--- src/rtl/pipe_stall_ctrl.sv ---
// Pipeline sequencer: merges per-stage stall requests, sequences exception flushes
// behind instruction-bus drain, and supplies the redirect PC. Optional counters: PIPE_PERF_CNT_EN.
module pipe_stall_ctrl #(
  parameter int ADDR_W    = 32,
  parameter int DRAIN_MAX = 64,
  parameter int CNT_W     = 32
) (
  input  logic              clk,
  input  logic              rst,
  input  logic              stallreq_if,
  input  logic              stallreq_id,
  input  logic              stallreq_ex,
  input  logic              stallreq_mem,
  input  logic              excp_valid,
  input  logic [ADDR_W-1:0] excp_pc,
  input  logic              ibus_busy,
  output logic [5:0]        stall,
  output logic              flush,
  output logic [ADDR_W-1:0] flush_pc,
  output logic              drain_timeout,
  output logic [CNT_W-1:0]  perf_stall_if,
  output logic [CNT_W-1:0]  perf_stall_id,
  output logic [CNT_W-1:0]  perf_stall_ex,
  output logic [CNT_W-1:0]  perf_stall_mem,
  output logic [CNT_W-1:0]  perf_flush
);

  localparam int DW = (DRAIN_MAX > 1) ? $clog2(DRAIN_MAX) : 1;
  localparam logic [DW-1:0] DRAIN_LAST = DW'(DRAIN_MAX - 1);

  typedef enum logic [1:0] {
    ST_RUN   = 2'd0,
    ST_DRAIN = 2'd1,
    ST_FLUSH = 2'd2
  } state_t;

  state_t            r_state;
  state_t            w_state_next;
  logic [DW-1:0]     r_drain_cnt;
  logic [ADDR_W-1:0] r_flush_pc;
  logic              w_accept;

  // Request vector ordered by priority: index 3 (MEM) wins over everything below it.
  logic [3:0] w_req;
  logic [3:0] w_win;
  logic [5:0] w_cause_mask [4];
  logic [5:0] w_stall_run;

  assign w_req = {stallreq_mem, stallreq_ex, stallreq_id, stallreq_if};

  genvar gi;
  generate
    for (gi = 0; gi < 4; gi++) begin : g_cause
      if (gi == 3) begin : g_top
        assign w_win[gi] = w_req[gi];
      end else begin : g_lower
        assign w_win[gi] = w_req[gi] & ~(|w_req[3:gi+1]);
      end
      // Cause gi holds stages 0..gi+1, so the stage behind it takes a bubble.
      assign w_cause_mask[gi] = {6{w_win[gi]}} & 6'((1 << (gi + 2)) - 1);
    end
  endgenerate

  assign w_stall_run = w_cause_mask[0] | w_cause_mask[1] | w_cause_mask[2] | w_cause_mask[3];

  always_comb begin
    w_state_next  = r_state;
    stall         = 6'b000000;
    flush         = 1'b0;
    drain_timeout = 1'b0;
    w_accept      = 1'b0;
    case (r_state)
      ST_RUN: begin
        stall = w_stall_run;
        // An exception under a MEM stall is dropped; MEM re-presents it later.
        if (excp_valid && !stallreq_mem) begin
          w_accept     = 1'b1;
          stall        = 6'b111111;
          w_state_next = ibus_busy ? ST_DRAIN : ST_FLUSH;
        end
      end
      ST_DRAIN: begin
        stall = 6'b111111;
        if (!ibus_busy) begin
          w_state_next = ST_FLUSH;
        end else if (r_drain_cnt == DRAIN_LAST) begin
          drain_timeout = 1'b1;
          w_state_next  = ST_FLUSH;
        end
      end
      ST_FLUSH: begin
        flush        = 1'b1;
        w_state_next = ST_RUN;
      end
      default: w_state_next = ST_RUN;
    endcase
    // Outputs are quiet for the whole reset cycle, whatever the current state.
    if (rst) begin
      stall         = 6'b000000;
      flush         = 1'b0;
      drain_timeout = 1'b0;
      w_accept      = 1'b0;
      w_state_next  = ST_RUN;
    end
  end

  always_ff @(posedge clk) begin
    if (rst) begin
      r_state     <= ST_RUN;
      r_drain_cnt <= '0;
      r_flush_pc  <= '0;
    end else begin
      r_state <= w_state_next;
      if (w_accept) begin
        r_flush_pc <= excp_pc;
      end
      if (r_state == ST_DRAIN && w_state_next == ST_DRAIN) begin
        r_drain_cnt <= r_drain_cnt + 1'b1;
      end else begin
        r_drain_cnt <= '0;
      end
    end
  end

  assign flush_pc = r_flush_pc;

`ifdef PIPE_PERF_CNT_EN
  logic [4:0]       w_perf_inc;
  logic [CNT_W-1:0] w_perf [5];

  assign w_perf_inc[3:0] = (r_state == ST_RUN) ? w_win : 4'b0000;
  assign w_perf_inc[4]   = (r_state == ST_FLUSH);

  generate
    for (gi = 0; gi < 5; gi++) begin : g_perf
      logic [CNT_W-1:0] r_cnt;
      always_ff @(posedge clk) begin
        if (rst) begin
          r_cnt <= '0;
        end else if (w_perf_inc[gi] && (r_cnt != {CNT_W{1'b1}})) begin
          r_cnt <= r_cnt + 1'b1;
        end
      end
      assign w_perf[gi] = r_cnt;
    end
  endgenerate

  assign perf_stall_if  = w_perf[0];
  assign perf_stall_id  = w_perf[1];
  assign perf_stall_ex  = w_perf[2];
  assign perf_stall_mem = w_perf[3];
  assign perf_flush     = w_perf[4];
`else
  assign perf_stall_if  = '0;
  assign perf_stall_id  = '0;
  assign perf_stall_ex  = '0;
  assign perf_stall_mem = '0;
  assign perf_flush     = '0;
`endif

endmodule

--- config.mk ---
export PLATFORM = sky130hd
export DESIGN_NAME = pipe_stall_ctrl
export DESIGN_NICKNAME = d
export VERILOG_FILES = /design/src/rtl/pipe_stall_ctrl.sv
export SDC_FILE = /design/constraint.sdc
export NUM_CORES = 1
export LEC_CHECK = 0
export CELL_PAD_IN_SITES_DETAIL_PLACEMENT = 1
export CELL_PAD_IN_SITES_GLOBAL_PLACEMENT = 1
export CORE_ASPECT_RATIO = 0.75
export CORE_MARGIN = 1
export CORE_UTILIZATION = 22
export CTS_CLUSTER_SIZE = 10
export DETAILED_ROUTE_END_ITERATION = 16
export PLACE_DENSITY = 0.85
export SETUP_SLACK_MARGIN = 0.4
export SLEW_MARGIN = 20
export SYNTH_ARGS = -nofsm -noshare
export SYNTH_HDL_FRONTEND = slang
export SYNTH_SLANG_ARGS = --single-unit
--- constraint.sdc ---
create_clock -name clk -period 4.3 [get_ports clk]
set_clock_uncertainty 0.15 [all_clocks]
set_input_delay 0.86 -clock clk [delete_from_list [all_inputs] [get_ports clk]]
set_output_delay 0.86 -clock clk [all_outputs]
set_load 0.005 [all_outputs]
==> run_summary.xml <==
<?xml version="1.0" encoding="UTF-8"?>
<metrics>
  <group name="cts">
    <metric name="clk_pin_slew_worst_paths" unit="ns">0.06</metric>
    <metric name="ctsHoldBuffers" unit="">0</metric>
    <metric name="clock-sinks" unit="">40</metric>
    <metric name="clock_tree.root_cell" unit="">clkbuf_16</metric>
    <metric name="cts_setup_buffers" unit="">0</metric>
    <metric name="cts_buffer_depth" unit="">2</metric>
    <metric name="cts_htree_levels" unit="">2</metric>
    <metric name="cts_tree" unit="">done</metric>
    <metric name="tritoncts.num_buffers" unit="">5</metric>
    <metric name="cts_resized" unit="">0</metric>
    <metric name="worst_skew_pair.late_latency" unit="ns">0.28</metric>
  </group>
  <group name="timing">
    <metric name="timing_max_transition_violations_final" unit="">0</metric>
    <metric name="fin_setup_tns" unit="ns">0</metric>
    <metric name="timing.final.hold_violations" unit="">0</metric>
    <metric name="clock.fmax" unit="MHz">273</metric>
    <metric name="report.final.setup_viol" unit="">0</metric>
    <metric name="post-route-min-period" unit="ns">3.67</metric>
    <metric name="fin_crit_sh" unit="%">85.2</metric>
    <metric name="maxSlewHeadroom" unit="%">64.4</metric>
    <metric name="max_slew.worst_pin.slew" unit="ns">0.529</metric>
    <metric name="rsz_0062_raised_after_global_routing" unit="">false</metric>
  </group>
  <group name="synthesis">
    <metric name="synthesis.area" unit="um^2">2750</metric>
    <metric name="netlist-cell-type-count" unit="">28</metric>
    <metric name="ys_seq_area_share" unit="%">29.1</metric>
    <metric name="postSynth.topFlopCell" unit="">dfxtp_1</metric>
    <metric name="most_frequent_cell_after_synthesis" unit="">buf_4</metric>
    <metric name="yosysWarningCount" unit="">0</metric>
    <metric name="postSynth.asyncResetShare" unit="%">0</metric>
    <metric name="synth.top_cell.area_share" unit="%">43.9</metric>
    <metric name="synth_top_cell_by_area" unit="">buf_4</metric>
    <metric name="synthesis.instances" unit="">349</metric>
    <metric name="synth_area_per_cell" unit="um^2">7.88</metric>
    <metric name="postSynthRegisterBits" unit="">40</metric>
    <metric name="synth_edf_count" unit="">0</metric>
    <metric name="netlist_top_cells_count" unit="">buf_4, nand2_1, dfxtp_1</metric>
    <metric name="netlist_top_cells_area" unit="">buf_4, dfxtp_1, nand2_1, a21oi_1, buf_6</metric>
  </group>
  <group name="setup_path">
    <metric name="worst-endpoint-required" unit="ns">3.29</metric>
    <metric name="crit_path_top_delay_cell" unit="">clkdlybuf4s50_1</metric>
    <metric name="cp_cell_sequence" unit="">clkdlybuf4s50_1, nor4_1, nor3_1, a21o_1, clkdlybuf4s50_1</metric>
    <metric name="timing.critical_path.buf_inv" unit="">2</metric>
    <metric name="most_used_cell_along_the_critical_path" unit="">clkdlybuf4s50_1</metric>
    <metric name="max_stage_delay" unit="ns">0.52</metric>
    <metric name="critical_path_peak_fanout" unit="">5</metric>
    <metric name="type_of_origin_of_the_critical_path" unit="">primary input</metric>
    <metric name="critical_path.top_delay_family" unit="">buffers and inverters</metric>
    <metric name="arrival" unit="ns">2.66</metric>
    <metric name="timing.critical_path.to_type" unit="">output port</metric>
    <metric name="timing.setup.critical_path_class" unit="">primary input to output port</metric>
  </group>
  <group name="global_routing">
    <metric name="grt-ovfl-total" unit="">0</metric>
    <metric name="grt_first_pass_wirelength" unit="mm">9.67</metric>
    <metric name="grt.total_usage" unit="%">9.46</metric>
    <metric name="first_global_vias" unit="">1819</metric>
    <metric name="grt_max_degree" unit="">34</metric>
    <metric name="antenna_found_initial" unit="">0</metric>
  </group>
  <group name="floorplan">
    <metric name="fp.coreArea" unit="um^2">11900</metric>
    <metric name="floorplan.die_area" unit="um^2">13000</metric>
    <metric name="die_width" unit="um">131</metric>
    <metric name="row_count" unit="">34</metric>
    <metric name="die_h" unit="um">98.9</metric>
    <metric name="floorplan.io_pins" unit="">240</metric>
    <metric name="start_util" unit="%">23.2</metric>
  </group>
  <group name="detailed_routing">
    <metric name="wl" unit="mm">6.57</metric>
    <metric name="vias_per_cell" unit="">3.29</metric>
    <metric name="final_antenna_net_count" unit="">0</metric>
    <metric name="wl_per_cell" unit="um">11.2</metric>
    <metric name="drt-initial-drc-count" unit="">19</metric>
    <metric name="firstDrtPassIters" unit="">4</metric>
    <metric name="route.vias.total" unit="">1934</metric>
    <metric name="drc_errors" unit="">0</metric>
  </group>
  <group name="place">
    <metric name="detailedPlacementHpwl" unit="mm">5.33</metric>
    <metric name="port_buffers" unit="">79</metric>
    <metric name="place_congestion" unit="">0.756</metric>
  </group>
  <group name="power">
    <metric name="leakagePower" unit="nW">1.44</metric>
    <metric name="power.density" unit="nW/um^2">307</metric>
    <metric name="ir_worst_vdd" unit="mV">0.143</metric>
    <metric name="total_power" unit="mW">1.00</metric>
  </group>
  <group name="finish">
    <metric name="design.final.nets" unit="">465</metric>
    <metric name="areaGrowthSynthToFinish" unit="%">18.6</metric>
    <metric name="insertedDiodeCount" unit="">0</metric>
    <metric name="drive_above_1_share" unit="%">3.53</metric>
    <metric name="fillerInstances" unit="">1484</metric>
    <metric name="final_util" unit="%">27.5</metric>
  </group>
  <group name="min_path">
    <metric name="hp-class" unit="">register to register</metric>
  </group>
  <group name="status">
    <metric name="outcome" unit="">complete, no violations</metric>
  </group>
  <group name="flow_run">
    <metric name="maxCapViolations" unit="">0</metric>
  </group>
</metrics>
==> cell families after synthesis <==
group,share of synthesized area [%]
buffers and inverters,46.9
flip-flops,29.1
other,0.136
XOR/XNOR,0.955
adder cells (fa/ha/maj),0.455
AO/OA/AOI/OAI,9.00
AND/OR/NAND/NOR,13.5
==> layer usage <==
metal	vias up	part of all wire [%]	global-route usage, %
met4	0	1.2	3.53
met2	99	55	18.6
met1	898	36	9.42
met3	8	7.2	2.73
li1	929	-	-
met5	-	0	0
==> where the power goes <==
| part | switching [mW] | internal [mW] | leakage (nW) |
|---|---|---|---|
| logic | 0.0860 | 0.0772 | 1.03 |
| clock network | 0.154 | 0.291 | 0.0871 |
| registers | 0.00941 | 0.386 | 0.326 |
| total | 0.249 | 0.754 | 1.44 |
==> per-stage QoR <==
step                      area (um^2)  hold WS (ns)  cells  worst slack [ns]
after floorplan                  3350         0.268    508              1.56
after global placement           3090         0.276    579             0.705
after detailed placement         3090         0.298    579             0.670
after CTS                        3260         0.308    587             0.667
after global routing             3260         0.328    587             0.554
final                            3260         0.303    587             0.635
==> sequential cells by signal (all words and copies together), names as in the netlist <==
register,count
flush_pc,32
r_drain_cnt,6
r_state,2
==> worst min-delay path: cells and delay by family (launching register included) <==
family / cells / cell delay, ns
and+or+nand+nor: 1 / 0.05
DFF: 1 / 0.31
AOI/OAI and AO/OA: 1 / 0.05
==> final cells by class <==
type / count / area [um^2] / area share, %
repair buffers: 82 / 808 / 24.8
well taps: 162 / 203 / 6.21
flip-flops and latches: 40 / 801 / 24.5
clock inverters: 2 / 38.8 / 1.19
multi-input cells: 293 / 1270 / 38.8
clock buffers: 6 / 139 / 4.26
inverters: 2 / 7.51 / 0.230
==> cells in the final DEF (no fill, tap or decap), drive strengths merged <==
cell type,netlist,final
a21oi,34,34
clkbuf,4,6
nor3b,1,1
nor4b,1,1
nand2,67,67
bufinv,0,1
o31a,1,1
or3,1,1
ha,1,1
clkdlybuf4s50,0,78
a21o,2,2
xnor2,1,1
and4,1,1
nand4bb,1,1
xor2,2,2
or4b,1,1
conb,1,160
o21ai,1,1
nor3,2,2
o32ai,1,1
inv,2,2
nor4,1,1
clkinv,0,1
nand3,2,2
buf,169,4
nor2,8,8
a21boi,3,3
dfxtp,40,40
o211a,1,1
==> path summary, 6_finish.rpt <==
path           startpoint           end  slack (ns)  cells past startpoint
max          stallreq_mem      stall[2]        0.63                      5
min          flush_pc[21]  flush_pc[21]        0.30                      2
max reg2reg    r_state[1]  flush_pc[22]        2.59                      3
min reg2reg  flush_pc[21]  flush_pc[21]        0.30                      2
Power figures use the tool's default switching activity.
